`config.mk`:
```
export PLATFORM = sky130hd
export DESIGN_NAME = regex_fetch_decode
export DESIGN_NICKNAME = d
export VERILOG_FILES = /design/src/rtl/regex_fetch_decode.sv
export SDC_FILE = /design/constraint.sdc
export NUM_CORES = 1
export LEC_CHECK = 0
export BUFFER_PORTS_ARGS = -buffer_cell sky130_fd_sc_hd__buf_2
export CAP_MARGIN = 25
export CORE_MARGIN = 2
export CORE_UTILIZATION = 30
export CTS_CLUSTER_DIAMETER = 50
export DETAILED_ROUTE_END_ITERATION = 12
export HOLD_SLACK_MARGIN = 0.05
export PLACE_DENSITY = 0.48
export SETUP_SLACK_MARGIN = 0.4
export SYNTH_ARGS = -nofsm -noshare
export SYNTH_HDL_FRONTEND = slang
export SYNTH_SLANG_ARGS = --single-unit
```
`constraint.sdc`:
```
create_clock -name clk -period 5.3 [get_ports clk]
set_input_delay 1.06 -clock clk [delete_from_list [all_inputs] [get_ports clk]]
set_output_delay 1.06 -clock clk [all_outputs]
set_load 0.02 [all_outputs]
```
`src/rtl/regex_fetch_decode.sv`:
```
// -----------------------------------------------------------------------------
// regex_fetch_decode
//   Instruction fetch/decode stage of the regex engine core. Each accepted
//   fetch request (pc, current input char, thread tag) reads one 16-bit
//   instruction word {itype, data} from instruction memory. The word is decoded
//   on the following cycle and queued in a small in-order output buffer. The
//   thread execution/scheduling stage drains that buffer.
//
//   Latency: a request accepted in cycle N is read in cycle N. It is decoded
//   and pushed at the end of cycle N+1 and appears on out_valid in cycle N+2.
//
// Ports
//   clk, rst (sync, active high), flush  : clock / reset / drop all work
//   req_valid/req_ready, req_pc/char/tag : fetch request handshake
//   mem_rd_en, mem_addr, mem_rd_data     : instruction memory, 1-cycle read
//   out_valid/out_ready                  : decoded instruction handshake
//   out_itype/data/pc/tag                : raw word, request pc and tag
//   out_next0/next1/fork                 : successor pc(s)
//   out_accept/accept_part/kill/illegal  : decoded thread outcome flags
// -----------------------------------------------------------------------------
module regex_fetch_decode #(
   parameter int PC_WIDTH   = 9,
   parameter int CHAR_WIDTH = 8,
   parameter int TAG_WIDTH  = 4,
   parameter int FIFO_DEPTH = 2
) (
   input  logic                  clk,
   input  logic                  rst,
   input  logic                  flush,
   input  logic                  req_valid,
   output logic                  req_ready,
   input  logic [PC_WIDTH-1:0]   req_pc,
   input  logic [CHAR_WIDTH-1:0] req_char,
   input  logic [TAG_WIDTH-1:0]  req_tag,
   output logic                  mem_rd_en,
   output logic [PC_WIDTH-1:0]   mem_addr,
   input  logic [15:0]           mem_rd_data,
   output logic                  out_valid,
   input  logic                  out_ready,
   output logic [7:0]            out_itype,
   output logic [7:0]            out_data,
   output logic [PC_WIDTH-1:0]   out_pc,
   output logic [TAG_WIDTH-1:0]  out_tag,
   output logic [PC_WIDTH-1:0]   out_next0,
   output logic [PC_WIDTH-1:0]   out_next1,
   output logic                  out_fork,
   output logic                  out_accept,
   output logic                  out_accept_part,
   output logic                  out_kill,
   output logic                  out_illegal
);

   localparam int PTR_W = (FIFO_DEPTH > 2) ? $clog2(FIFO_DEPTH) : 1;
   localparam int CNT_W = $clog2(FIFO_DEPTH + 1);

   typedef struct packed {
      logic [7:0]           itype;
      logic [7:0]           data;
      logic [PC_WIDTH-1:0]  pc;
      logic [TAG_WIDTH-1:0] tag;
      logic [PC_WIDTH-1:0]  next0;
      logic [PC_WIDTH-1:0]  next1;
      logic                 is_fork;
      logic                 accept;
      logic                 accept_part;
      logic                 kill;
      logic                 illegal;
   } entry_t;

   // request held alongside the outstanding memory read
   logic                  inflight_reg;
   logic [PC_WIDTH-1:0]   pc_reg;
   logic [CHAR_WIDTH-1:0] char_reg;
   logic [TAG_WIDTH-1:0]  tag_reg;

   // output buffer
   entry_t               fifo_mem [FIFO_DEPTH];
   logic [PTR_W-1:0]     wptr_reg;
   logic [PTR_W-1:0]     rptr_reg;
   logic [CNT_W-1:0]     count_reg;

   logic                 accept;
   logic                 push;
   logic                 pop;
   logic [CNT_W:0]       used;
   entry_t               dec;
   entry_t               head;

   function automatic logic [PTR_W-1:0] ptr_inc(input logic [PTR_W-1:0] p);
      return (p == PTR_W'(FIFO_DEPTH - 1)) ? '0 : p + PTR_W'(1);
   endfunction

   // Credit check counts the outstanding read as an occupied slot, so a push
   // can never find the buffer full. It depends only on registered state.
   assign used      = {1'b0, count_reg} + {{CNT_W{1'b0}}, inflight_reg};
   assign req_ready = !rst && !flush && (used < (CNT_W+1)'(FIFO_DEPTH));
   assign accept    = req_valid && req_ready;
   assign mem_rd_en = accept;
   assign mem_addr  = req_pc;

   assign push      = inflight_reg;
   assign out_valid = (count_reg != '0);
   assign pop       = out_valid && out_ready;

   // decode of the word returned for the in-flight request
   always_comb begin
      dec             = '0;
      dec.itype       = mem_rd_data[15:8];
      dec.data        = mem_rd_data[7:0];
      dec.pc          = pc_reg;
      dec.tag         = tag_reg;
      case (mem_rd_data[15:8])
         8'd0: begin                              // ACCEPT
            dec.accept = 1'b1;
            dec.next0  = pc_reg + PC_WIDTH'(1);
         end
         8'd1: begin                              // SPLIT
            dec.is_fork = 1'b1;
            dec.next0   = pc_reg + PC_WIDTH'(1);
            dec.next1   = PC_WIDTH'(mem_rd_data[7:0]);
         end
         8'd2: begin                              // MATCH
            dec.next0 = pc_reg + PC_WIDTH'(1);
            dec.kill  = (char_reg != CHAR_WIDTH'(mem_rd_data[7:0]));
         end
         8'd3: dec.next0 = PC_WIDTH'(mem_rd_data[7:0]);   // JMP
         8'd4: dec.kill  = 1'b1;                           // END_WITHOUT_ACCEPTING
         8'd5: dec.next0 = pc_reg + PC_WIDTH'(1);          // MATCH_ANY
         8'd6: begin                              // ACCEPT_PARTIAL
            dec.accept_part = 1'b1;
            dec.next0       = pc_reg + PC_WIDTH'(1);
         end
         default: begin
            dec.illegal = 1'b1;
            dec.kill    = 1'b1;
         end
      endcase
   end

   // control state: reset and flush discard both buffered and in-flight work
   always_ff @(posedge clk) begin
      if (rst || flush) begin
         inflight_reg <= 1'b0;
         wptr_reg     <= '0;
         rptr_reg     <= '0;
         count_reg    <= '0;
      end else begin
         inflight_reg <= accept;
         if (push) wptr_reg <= ptr_inc(wptr_reg);
         if (pop)  rptr_reg <= ptr_inc(rptr_reg);
         case ({push, pop})
            2'b10:   count_reg <= count_reg + CNT_W'(1);
            2'b01:   count_reg <= count_reg - CNT_W'(1);
            default: count_reg <= count_reg;
         endcase
      end
   end

   // data path: no reset needed, qualified by the control state above
   always_ff @(posedge clk) begin
      if (accept) begin
         pc_reg   <= req_pc;
         char_reg <= req_char;
         tag_reg  <= req_tag;
      end
      if (push) fifo_mem[wptr_reg] <= dec;
   end

   // head entry only changes on pop, so outputs hold while stalled
   assign head            = fifo_mem[rptr_reg];
   assign out_itype       = head.itype;
   assign out_data        = head.data;
   assign out_pc          = head.pc;
   assign out_tag         = head.tag;
   assign out_next0       = head.next0;
   assign out_next1       = head.next1;
   assign out_fork        = head.is_fork;
   assign out_accept      = head.accept;
   assign out_accept_part = head.accept_part;
   assign out_kill        = head.kill;
   assign out_illegal     = head.illegal;

endmodule
```
==> flow_metrics.py, run 1 <==
metrics = {
    "floorplanning": {
        "num_io_pins": 106,
        "die_h_um": 134,
        "fp.dieArea_sq_um": 18000,
        "core_area_sq_um": 16600,
        "start_util_pct": 30.7,
        "placementRows": 47,
        "die_w_um": 134,
    },
    "grt": {
        "use_met3_pct": 4.80,
        "top_usage_layer": "met2",
        "met1_usage_pct": 14.9,
        "grt_max_degree": 52,
        "antenna_found_initial": 1,
        "grt_usage_pct": 12.1,
        "grt_pass1_wl_mm": 15.6,
        "grt_pass1_vias": 2841,
        "use_met2_pct": 18.3,
        "grt-ovfl-total": 0,
    },
    "cts": {
        "holdBufCountCts": 0,
        "clockRootBuffer": "clkbuf_16",
        "clock-sinks": 129,
        "cts.clk_slew.worst_paths_ps": 50,
        "cts_resized": 0,
        "cts_max_level": 4,
        "numCtsBuffers": 17,
        "post_cts_buffers": 0,
        "clkLatencyLatePin_ps": 410,
        "cts_tree": "done",
        "cts_max_path_buffers": 2,
    },
    "timing": {
        "setup_violations": 0,
        "tns_ps": 0,
        "skew_ps": 4.90,
        "tightest_slew_ps": 751,
        "min_period_over_period_pct": 64.3,
        "period_needed_ps": 3410,
        "relSlewSlack_pct": 49.9,
        "timing.final.max_slew_violations": 0,
        "clock.fmax_ghz": 0.293,
        "final_hold_viol_count": 0,
        "rsz0062_at_grt": "false",
    },
    "layout": {
        "fillers": 1590,
        "final_layout_size_suffix_gt1_share_pct": 47.4,
        "largest_reg_flops": 102,
        "finalNonFillerCells": 632,
        "area_delta_synth_final_pct": 25.9,
        "fin_nets": 442,
    },
    "drt": {
        "first_pass_iters": 4,
        "via_per_inst": 4.33,
        "wl_mm": 10.4,
        "vias": 2734,
        "post-route-drc-count": 0,
        "dr.first_iter.drc_count": 147,
        "antenna_left": 0,
        "wl_per_cell_um": 16.4,
    },
    "power": {
        "ir_drop_v": 0.000207,
        "power.leakage_uw": 0.00239,
        "power_density_nw_per_um2": 370,
    },
    "synth": {
        "synth.area.top_cells": "edfxtp_1, mux2_2, xnor2_1, dfxtp_1, and2_1",
        "yosysSeqAreaShare_pct": 75.0,
        "synth_area_sq_um": 5080,
        "ys_warn_count": 0,
        "syn-num-nets": 332,
        "syn_inst": 288,
        "yosys.area.top_type": "edfxtp_1",
        "synth_cell_types": 30,
        "synth_top_cell_area_share_pct": 72.7,
        "syn_area_per_cell_sq_um": 17.7,
        "synth-seq-cells": 129,
    },
    "setup_path": {
        "reg2reg_depth": 5,
        "arrival_ps": 2350,
        "r2r_start": "count_reg[0]$_SDFFE_PP0P_",
        "cp-end-kind": "output port",
        "crit_required_ps": 4240,
        "reg2reg_setup_slack_ps": 3600,
        "worstSetupStartpointType": "primary input",
        "crit_path_end": "mem_rd_en",
        "crit_fanout": 6,
        "worstSetupPathType": "in -> out",
        "crit_start": "flush",
        "r2r-end": "count_reg[1]$_SDFFE_PP0P_",
    },
    "worst_hold_path": {
        "hold_class": "reg -> reg",
    },
    "place": {
        "dp_cells": 599,
        "gp_congestion": 0.703,
        "hpwl_mm": 6.61,
        "io_buffers": 104,
    },
    "run_status": {
        "status": "completed",
    },
    "run": {
        "timing.max_cap.violations": 0,
    },
}
-- layout make-up --
type                            instances  area, sq um  area share (%)
Antenna cell                            1         2.50          0.0391
Tap cell                              220          275            4.30
Clock buffer                           20          437            6.82
Inverter                                2         7.51           0.117
Multi-Input combinational cell        140         1170            18.3
Clock inverter                         12          141            2.21
Sequential cell                       129         3810            59.6
Timing Repair Buffer                  108          551            8.60
-- power breakdown --
| part | total [uW] | leakage [uW] | switching, uW | internal (uW) |
|---|---|---|---|---|
| sequential | 1140 | 0.00126 | 7.11 | 1130 |
| clock | 1130 | 0.000279 | 402 | 732 |
| combinational | 96.7 | 0.000850 | 60.0 | 36.8 |
-- worst min path at each step --
stage               depth (start not counted)                        end  slack, ps                 start
floorplan                                   0  fifo_mem[0][22]$_DFFE_PP_        420  tag_reg[0]$_DFFE_PP_
global placement                            0  fifo_mem[0][23]$_DFFE_PP_        430  tag_reg[1]$_DFFE_PP_
detailed placement                          0  fifo_mem[1][25]$_DFFE_PP_        440  tag_reg[3]$_DFFE_PP_
CTS                                         0  fifo_mem[1][25]$_DFFE_PP_        450  tag_reg[3]$_DFFE_PP_
global route                                0  fifo_mem[1][25]$_DFFE_PP_        460  tag_reg[3]$_DFFE_PP_
finish                                      0  fifo_mem[1][24]$_DFFE_PP_        450  tag_reg[2]$_DFFE_PP_
-- cell usage in the layout, fill, tap and decap left out, drive strengths merged, types with 5 or more instances in the layout --
master | netlist | final
and2 | 12 | 12
buf | 12 | 108
clkbuf | 5 | 20
clkinv | 0 | 7
dfxtp | 6 | 6
edfxtp | 123 | 123
mux2 | 51 | 51
nand2 | 13 | 13
nand3 | 5 | 5
nor2 | 10 | 10
o21ai | 9 | 9
xnor2 | 16 | 16
-- kinds of logic after synthesis --
family / share of synthesized area, %
AND/OR/NAND/NOR: 6.23
multiplexers: 11.3
XOR/XNOR: 3.27
other: 0.0738
flip-flops: 75.0
AO/OA/AOI/OAI: 1.48
adder cells (fa/ha/maj): 0.492
buffers and inverters: 2.14
-- through the flow --
stage	total power, uW	setup WS, ps	hold WS (ps)	instance area (sq um)	util, %
floorplan	1210	1310	421	5080	-
global placement	1250	1930	425	5820	35.1
detailed placement	1260	1890	438	5820	35.1
CTS	2400	1870	451	6400	38.6
global route	2450	1820	462	6400	38.6
finish	2370	1890	450	6400	38.6
-- per-layer routing --
layer  vias up  part of all wire [%]
li1       1305                     -
met1      1342                    46
met2        71                    46
met3        16                   5.7
met4         0                   2.4
met5         -                     0
-- synthesized netlist by cell type --
cell,instances
xnor2_1,16
nor4_1,1
mux2_2,51
or4_4,1
nand3_1,5
or2_2,2
inv_1,2
a21oi_1,1
conb_1,1
and4b_1,1
nor3b_1,1
dfxtp_1,6
clkbuf_1,5
edfxtp_1,123
a32o_1,1
nor2_1,10
nand2_1,13
and2_1,12
nor4b_4,1
or3_1,1
buf_4,10
or2_4,1
a211oi_1,2
nor3_1,2
nor4_4,1
o21ai_0,9
xor2_1,3
nand4_1,2
ha_1,2
buf_1,2
-- critical path, stage by stage --
cell and delay (ps):
buf_2 90, or2_2 340, a211oi_1 350, and2_1 290
buf_2 200
Note: power is estimated with default switching activity, not from simulation.
==> run 2, diff against run 1 <==
--- a/config.mk
+++ b/config.mk
@@ -12,7 +12,7 @@
 export CTS_CLUSTER_DIAMETER = 50
 export DETAILED_ROUTE_END_ITERATION = 12
 export HOLD_SLACK_MARGIN = 0.05
-export PLACE_DENSITY = 0.48
+export PLACE_DENSITY = 0.5
 export SETUP_SLACK_MARGIN = 0.4
 export SYNTH_ARGS = -nofsm -noshare
 export SYNTH_HDL_FRONTEND = slang
==> constraint.sdc (replaced) <==
create_clock -name clk -period 2.88 [get_ports clk]
set_input_delay 0.576 -clock clk [delete_from_list [all_inputs] [get_ports clk]]
set_output_delay 0.576 -clock clk [all_outputs]
set_load 0.02 [all_outputs]
==> flow_metrics.py, run 2 (synthesis gave the netlist of run 1 again) <==
metrics = {
    "timing": {
        "skew_ps": 6.49,
        "relSlewSlack_pct": 52.1,
        "final_hold_viol_count": 0,
        "rsz0062_at_grt": "false",
        "period_needed_ps": 2320,
        "tightest_slew_ps": 718,
        "setup_violations": 0,
        "tns_ps": 0,
        "timing.final.max_slew_violations": 0,
        "clock.fmax_ghz": 0.431,
        "min_period_over_period_pct": 80.6,
    },
    "setup_path": {
        "reg2reg_depth": 3,
        "reg2reg_setup_slack_ps": 1080,
        "worstPathCellList": "buf_2 > or2_2 > a211oi_2 > and2_4 > buf_2",
        "worstSetupPathType": "in -> out",
        "critical_path.top_delay_family": "simple AND/OR/NAND/NOR gates",
        "cp-end-kind": "output port",
        "path_common_cell": "buf_2",
        "crit_required_ps": 2300,
        "crit_buf_inv": 2,
        "crit_slowest_cell": "or2_2",
        "critPathMaxStageDelay_ps": 350,
        "r2r-end": "fifo_mem[0][2]$_DFFE_PP_",
        "worstSetupStartpointType": "primary input",
        "arrival_ps": 1750,
        "r2r_start": "inflight_reg$_SDFF_PP0_",
        "crit_fanout": 9,
    },
    "cts": {
        "clock-sinks": 129,
        "cts_resized": 0,
        "clockRootBuffer": "clkbuf_16",
        "post_cts_buffers": 0,
        "holdBufCountCts": 0,
        "cts_tree": "done",
        "cts_max_level": 4,
        "clkLatencyLatePin_ps": 400,
        "cts.clk_slew.worst_paths_ps": 50,
        "cts_max_path_buffers": 2,
        "numCtsBuffers": 17,
    },
    "place": {
        "dp_cells": 601,
        "io_buffers": 104,
        "gp_congestion": 0.701,
        "hpwl_mm": 7.00,
    },
    "layout": {
        "fillers": 1579,
        "mostFrequentLayoutCell": "edfxtp_1",
        "layout_common_cells": "edfxtp_1, buf_2, mux2_2, clkbuf_16, xnor2_1",
        "largest_reg_flops": 102,
        "insertedDiodeCount": 0,
        "finalNonFillerCells": 631,
        "area_delta_synth_final_pct": 26.9,
        "fin_nets": 444,
        "final_layout_size_suffix_gt1_share_pct": 48.7,
    },
    "run": {
        "timing.max_cap.violations": 0,
    },
    "worst_hold_path": {
        "worstHoldStart": "req_tag[0]",
        "hold_path_depth": 1,
        "hold_class": "in -> reg",
        "worstHoldEndpoint": "tag_reg[0]$_DFFE_PP_",
    },
    "floorplanning": {
        "num_io_pins": 106,
        "start_util_pct": 30.7,
        "die_w_um": 134,
        "die_h_um": 134,
        "core_area_sq_um": 16600,
        "placementRows": 47,
        "fp.dieArea_sq_um": 18000,
    },
    "grt": {
        "grt_max_degree": 52,
        "grt_usage_pct": 12.4,
        "grt_pass1_vias": 2838,
        "grt_pass1_wl_mm": 16.2,
        "grt-ovfl-total": 0,
        "antenna_found_initial": 1,
    },
    "run_status": {
        "status": "completed",
    },
    "power": {
        "power.leakage_uw": 0.00242,
        "power_density_nw_per_um2": 687,
        "ir_drop_v": 0.000381,
    },
    "drt": {
        "via_per_inst": 4.31,
        "wl_per_cell_um": 16.5,
        "wl_mm": 10.4,
        "antenna_left": 0,
        "first_pass_iters": 4,
        "post-route-drc-count": 0,
        "vias": 2721,
        "dr.first_iter.drc_count": 92,
    },
}
==> run 2: cell count changes in the layout (fill, tap and decap cells not counted), sizes merged <==
cell | before | now
clkinv | 7 | 6
buf | 108 | 110
diode | 1 | 0
bufinv | 3 | 4
clkbuf | 20 | 18
==> run 2: worst max path at each step <==
stage	slack [ps]	from	endpoint	cells after the start
after floorplan	470	flush	mem_rd_en	4
after global placement	520	mem_rd_data[12]	fifo_mem[0][7]$_DFFE_PP_	5
after detailed placement	440	mem_rd_data[12]	fifo_mem[0][15]$_DFFE_PP_	5
after CTS	540	flush	mem_rd_en	5
after global routing	500	flush	mem_rd_en	5
final	560	flush	mem_rd_en	5
==> run 2: final cells by class <==
class                           count  area [sq um]  area share [%]
Clock buffer                       18           429            6.65
Inverter                            2          7.51           0.116
Timing Repair Buffer              110           578            8.96
Tap cell                          220           275            4.27
Clock inverter                     12           168            2.60
Sequential cell                   129          3810            59.1
Multi-Input combinational cell    140          1180            18.3
==> run 2: per-layer routing <==
metal | vias up | global-route usage [%] | part of all wire [%] | wire (um)
li1 | 1302 | - | - | -
met1 | 1329 | 15.4 | 44 | 4600
met2 | 75 | 19.9 | 49 | 5150
met3 | 13 | 4.31 | 4.7 | 490
met4 | 2 | 4.74 | 1.6 | 166
met5 | - | 0 | 0.11 | 11
==> run 2: where the power goes <==
| part | total [uW] | leakage, uW | internal [uW] | switching [uW] |
|---|---|---|---|---|
| combinational | 181 | 0.000866 | 69.7 | 112 |
| sequential | 2090 | 0.00126 | 2080 | 11.9 |
| clock | 2160 | 0.000289 | 1430 | 734 |
| total | 4430 | 0.00242 | 3570 | 858 |
==> run 2: stage by stage <==
stage	worst slack [ps]	power, uW	cell area, sq um	utilization, %	hold slack, ps
global route	502	4610	6450	38.9	316
finish	558	4430	6450	38.9	344
global placement	523	2310	5850	35.3	423
CTS	541	4500	6450	38.9	318
floorplan	466	2230	5090	-	421
detailed placement	443	2310	5850	35.3	431
